--- src/rtl/nor_chain_tester.sv ---
// Self-test sequencer for a 3-stage NOR chain: sweeps all 16 input vectors,
// checks e/f/g against a golden model after a settle window, and reports results.
module nor_chain_tester #(
    parameter int unsigned SETTLE_CYCLES = 2,
    parameter int unsigned CNT_W         = 5
) (
    input  logic             clk,
    input  logic             rst,
    input  logic             start,
    output logic             dut_a,
    output logic             dut_b,
    output logic             dut_c,
    output logic             dut_d,
    input  logic             dut_e,
    input  logic             dut_f,
    input  logic             dut_g,
    output logic [3:0]       vec,
    output logic             busy,
    output logic             done,
    output logic             pass,
    output logic [CNT_W-1:0] err_count,
    output logic [3:0]       first_fail_vec,
    output logic             fail_seen,
    output logic [2:0]       miss_bits
);

    localparam int unsigned SCNT_W      = (SETTLE_CYCLES > 1) ? $clog2(SETTLE_CYCLES) : 1;
    localparam int unsigned SETTLE_LOAD = (SETTLE_CYCLES > 0) ? SETTLE_CYCLES - 1 : 0;

    typedef enum logic [2:0] {
        S_IDLE   = 3'd0,
        S_DRIVE  = 3'd1,
        S_SETTLE = 3'd2,
        S_CHECK  = 3'd3,
        S_DONE   = 3'd4
    } state_t;

    state_t            state_q;
    logic [SCNT_W-1:0] settle_cnt_q;
    logic [3:0]        vec_q;
    logic              busy_q;
    logic              done_q;
    logic              pass_q;
    logic [CNT_W-1:0]  err_count_q;
    logic [3:0]        first_fail_vec_q;
    logic              fail_seen_q;
    logic [2:0]        miss_bits_q;

    logic              ge;
    logic              gf;
    logic              gg;
    logic [2:0]        miss_d;

    // Golden chain evaluated from the vector currently driven
    always_comb begin
        ge     = ~(vec_q[3] | vec_q[2]);
        gf     = ~(vec_q[1] | ge);
        gg     = ~(vec_q[0] | gf);
        miss_d = {dut_e ^ ge, dut_f ^ gf, dut_g ^ gg};
    end

    always_ff @(posedge clk) begin
        if (rst) begin
            state_q          <= S_IDLE;
            settle_cnt_q     <= '0;
            vec_q            <= '0;
            busy_q           <= 1'b0;
            done_q           <= 1'b0;
            pass_q           <= 1'b0;
            err_count_q      <= '0;
            first_fail_vec_q <= '0;
            fail_seen_q      <= 1'b0;
            miss_bits_q      <= '0;
        end else begin
            done_q <= 1'b0;
            case (state_q)
                S_IDLE: begin
                    if (start) begin
                        state_q          <= S_DRIVE;
                        busy_q           <= 1'b1;
                        vec_q            <= '0;
                        err_count_q      <= '0;
                        fail_seen_q      <= 1'b0;
                        first_fail_vec_q <= '0;
                        miss_bits_q      <= '0;
                        pass_q           <= 1'b0;
                    end
                end
                S_DRIVE: begin
                    settle_cnt_q <= SCNT_W'(SETTLE_LOAD);
                    state_q      <= (SETTLE_CYCLES == 0) ? S_CHECK : S_SETTLE;
                end
                S_SETTLE: begin
                    if (settle_cnt_q == '0) begin
                        state_q <= S_CHECK;
                    end else begin
                        settle_cnt_q <= settle_cnt_q - SCNT_W'(1);
                    end
                end
                S_CHECK: begin
                    miss_bits_q <= miss_d;
                    if (|miss_d) begin
                        err_count_q <= err_count_q + CNT_W'(1);
                        if (!fail_seen_q) begin
                            first_fail_vec_q <= vec_q;
                            fail_seen_q      <= 1'b1;
                        end
                    end
                    if (vec_q == 4'hF) begin
                        state_q <= S_DONE;
                        busy_q  <= 1'b0;
                        done_q  <= 1'b1;
                    end else begin
                        vec_q   <= vec_q + 4'd1;
                        state_q <= S_DRIVE;
                    end
                end
                S_DONE: begin
                    // err_count already includes the final vector here
                    pass_q  <= (err_count_q == '0);
                    state_q <= S_IDLE;
                end
                default: state_q <= S_IDLE;
            endcase
        end
    end

    assign dut_a          = vec_q[3];
    assign dut_b          = vec_q[2];
    assign dut_c          = vec_q[1];
    assign dut_d          = vec_q[0];
    assign vec            = vec_q;
    assign busy           = busy_q;
    assign done           = done_q;
    assign pass           = pass_q;
    assign err_count      = err_count_q;
    assign first_fail_vec = first_fail_vec_q;
    assign fail_seen      = fail_seen_q;
    assign miss_bits      = miss_bits_q;

endmodule

--- config.mk ---
export PLATFORM = sky130hd
export DESIGN_NAME = nor_chain_tester
export DESIGN_NICKNAME = d
export VERILOG_FILES = /design/src/rtl/nor_chain_tester.sv
export SDC_FILE = /design/constraint.sdc
export NUM_CORES = 1
export LEC_CHECK = 0
export ABC_AREA = 1
export BUFFER_PORTS_ARGS = -buffer_cell sky130_fd_sc_hd__buf_2
export CORE_MARGIN = 1.5
export CORE_UTILIZATION = 51
export CTS_BUF_LIST = sky130_fd_sc_hd__clkbuf_8 sky130_fd_sc_hd__clkbuf_16
export CTS_CLUSTER_DIAMETER = 50
export DETAILED_ROUTE_END_ITERATION = 16
export PLACE_DENSITY = 0.86
export SYNTH_ARGS = -nofsm -noshare
export SYNTH_HDL_FRONTEND = slang
export SYNTH_SLANG_ARGS = --single-unit
--- constraint.sdc ---
create_clock -name clk -period 1.8 [get_ports clk]
set_input_delay 0.27 -clock clk [delete_from_list [all_inputs] [get_ports clk]]
set_output_delay 0.27 -clock clk [all_outputs]
set_load 0.02 [all_outputs]
==> results.md <==
- Pin count of the biggest net entering global routing: 14
- Pleak: 0.000649 uW
- Worst IR Drop VDD: 0.580 mV
- Post-synthesis sequential area ratio: 40.1%
- Detail Route Antenna Nets: 0
- Placed inst area: 1330 um^2
- Synth Instances: 154
- IO Port Bufs: 29
- Critical path buffer and inverter count: 1
- Min-delay src: start
- Clk sinks: 24
- Max Buffers Root-to-Sink: 2
- Crit path required time: 1970 ps
- Worst slew margin: 77.5%
- Filler cells: 214
- Vias: 1118
- CP top delay family: flip-flops
- Type of the worst setup path: reg2reg
- CP Launch Type: flip-flop
- Core Rows: 17
- Final Power: 1140 uW
- Pwr Density: 827 nW/um^2
- WL per Instance: 12.5 um
- Average size of a mapped cell: 7.78 um^2
- #FFs+latches synth: 24
- First-pass GRT wire length: 4290 um
- Postcts setup bufs: 0
- NumNets Final: 191
- Hold path endpoint: state_q[0]$_SDFFE_PP0P_
- Most common cell after layout, fill and taps aside: buf_2
- Hold WS: 321 ps
- H-tree depth: 1
- Initial DRC Count: 21
- Starting density of the core: 54.1%
- Vias per inst: 5.38
- Hold_buf cts: 0
- Gr usage total: 21.5%
- Layout Utilization: 62.1%
- Critical path data arrival time: 1680 ps
- # DRC: 0
- Clock skew: 1.22 ps
- Slew Limit Fails: 0
- Fin crit period: 1520 ps
- Hold Path Stages: 3
- Synth cell types: 32
- Max Clk Rate: 660 MHz
- Clock Latency Late Sink: 260 ps
- Worst R2R End: vec[1]$_SDFFE_PP0P_
- Clock transition at path regs: 80 ps
- Drt first pass iters: 4
- Max-cap viol count: 0
- CTS tree: done
- R2r startpoint: vec[0]$_SDFFE_PP0P_
- Final period utilization: 84.2%
- YS warnings: 0
- HPWL after detailed placement: 2040 um
- Vias in the first global route: 1022
- Area growth syn-to-layout: 14.7%
- Total grt overflow: 0
- R2R Setup Slk: 280 ps
- Antenna violations before repair: 0
- Die X: 51.5 um
- Syn_nets: 163
- Synthesized area: 1200 um^2
- CP peak stage delay: 450 ps
- ANT cells: 0
- Hold WC Path Type: in2reg
- FF-to-FF path depth: 7
- Placer Congestion: 0.851
- Crit-path max FO: 7
- Die area: 2650 um^2
- Total wire length: 2600 um
- Fin area: 1370 um^2
- TritonCTS Buffers: 3
- Fraction of layout cells with a size suffix above 1: 28.9%
- Cts repair resizes: 0
- Boundary Pins: 30
- Height of the die: 51.5 um
- Critical path capture point type: flip-flop
- CTS root buffer: clkbuf_8
- Outcome: finished clean
- Worst path cell trace: ha_1, nand2_1, o21ai_2, nand2_2, inv_2, a21oi_1, a211oi_1
- Worst-Margin Slew: 336 ps
- Most frequent cells in the layout: 29 x buf_2, 24 x nand2_1, 24 x dfxtp_1
- Setup violators final: 0
- CP startpoint: vec[0]$_SDFFE_PP0P_
- Critical Path Slowest Stage Cell: dfxtp_1
- Final Hold Fails: 0
- Setup TNS: 0 ps
- Core Area: 2210 um^2
- RSZ-0062 raised after global routing: no
-- routing by layer --
layer / routed length, um / global-route usage [%]
met1: 1120 / 25.2
met2: 1300 / 36.1
met3: 105 / 4.68
met4: 77 / 11.8
met5: 0 / 0
-- sequential cells by signal, summed over array words and instances, names as in the netlist --
register,count
busy,1
done,1
err_count,5
fail_seen,1
first_fail_vec,4
miss_bits,3
pass,1
settle_cnt_q,1
state_q,3
vec,4
-- worst register-to-register path, delay by kind of cell (launching register included) --
| family | cells | cell delay [ps] |
|---|---|---|
| compound gates | 3 | 450 |
| fa+ha+maj | 1 | 250 |
| buf+inv | 1 | 70 |
| flops | 1 | 450 |
| simple gates | 2 | 200 |
-- stage by stage --
step	setup slack, ps	std cells
detailed placement	302	205
finish	285	208
CTS	290	208
floorplan	380	154
global placement	366	205
global route	113	208
-- cell usage after synthesis --
cell,number,area [um^2]
nor3b_1,1,7.51
nand3_4,2,35.0
nand3_1,14,70.1
a211oi_1,1,7.51
a21oi_1,17,85.1
nor2_2,2,12.5
o21ai_2,2,17.5
buf_1,1,3.75
buf_6,1,11.3
nor3_1,1,5.00
dfxtp_1,24,480
inv_1,19,71.3
o211ai_1,1,7.51
ha_1,3,37.5
inv_2,2,7.51
buf_4,4,30.0
o21ai_1,2,10.0
nor2_4,1,11.3
or2_2,2,12.5
nor2_1,10,37.5
o41ai_1,1,8.76
nand2_2,3,18.8
a311oi_1,1,8.76
nand2_4,2,22.5
xnor2_1,1,8.76
nand3_2,1,10.0
nand2_1,24,90.1
inv_4,2,12.5
nand4_1,2,12.5
or2_0,1,6.26
o21ai_0,5,25.0
nor3b_2,1,12.5
-- worst max path at each step --
stage / endpoint / slack [ps] / depth (start not counted)
6_report: vec[1]$_SDFFE_PP0P_ / 280 / 7
5_1_grt: err_count[0]$_SDFFE_PP0P_ / 110 / 8
4_1_cts: err_count[0]$_SDFFE_PP0P_ / 290 / 8
3_5_place_dp: fail_seen$_SDFFE_PP0P_ / 300 / 7
3_3_place_gp: fail_seen$_SDFFE_PP0P_ / 370 / 7
2_1_floorplan: fail_seen$_SDFFE_PP0P_ / 380 / 8
-- power by group --
part | internal (uW) | total (uW) | switching [uW]
registers | 559 | 588 | 29.5
logic | 76.2 | 236 | 160
clock network | 150 | 312 | 162
total | 785 | 1140 | 352
-- cells by family (layout without fill, tap and decap cells) --
group | after synthesis | count (layout) | share of synthesized area (%)
simple gates | 67 | 67 | 30.4
compound gates | 30 | 30 | 14.2
buf+inv | 29 | 55 | 11.4
flops | 24 | 24 | 40.1
fa+ha+maj | 3 | 3 | 3.14
xor+xnor | 1 | 1 | 0.732
-- final cells by class --
type / instances / area, um^2 / area share [%]
multi-input combinational: 101 / 581 / 42.3
sequential: 24 / 480 / 35.0
timing repair buffer: 29 / 145 / 10.6
inverter: 23 / 91.3 / 6.65
clock buffer: 3 / 41.3 / 3.01
tap: 28 / 35.0 / 2.55
(Power assumes the default switching activity.)
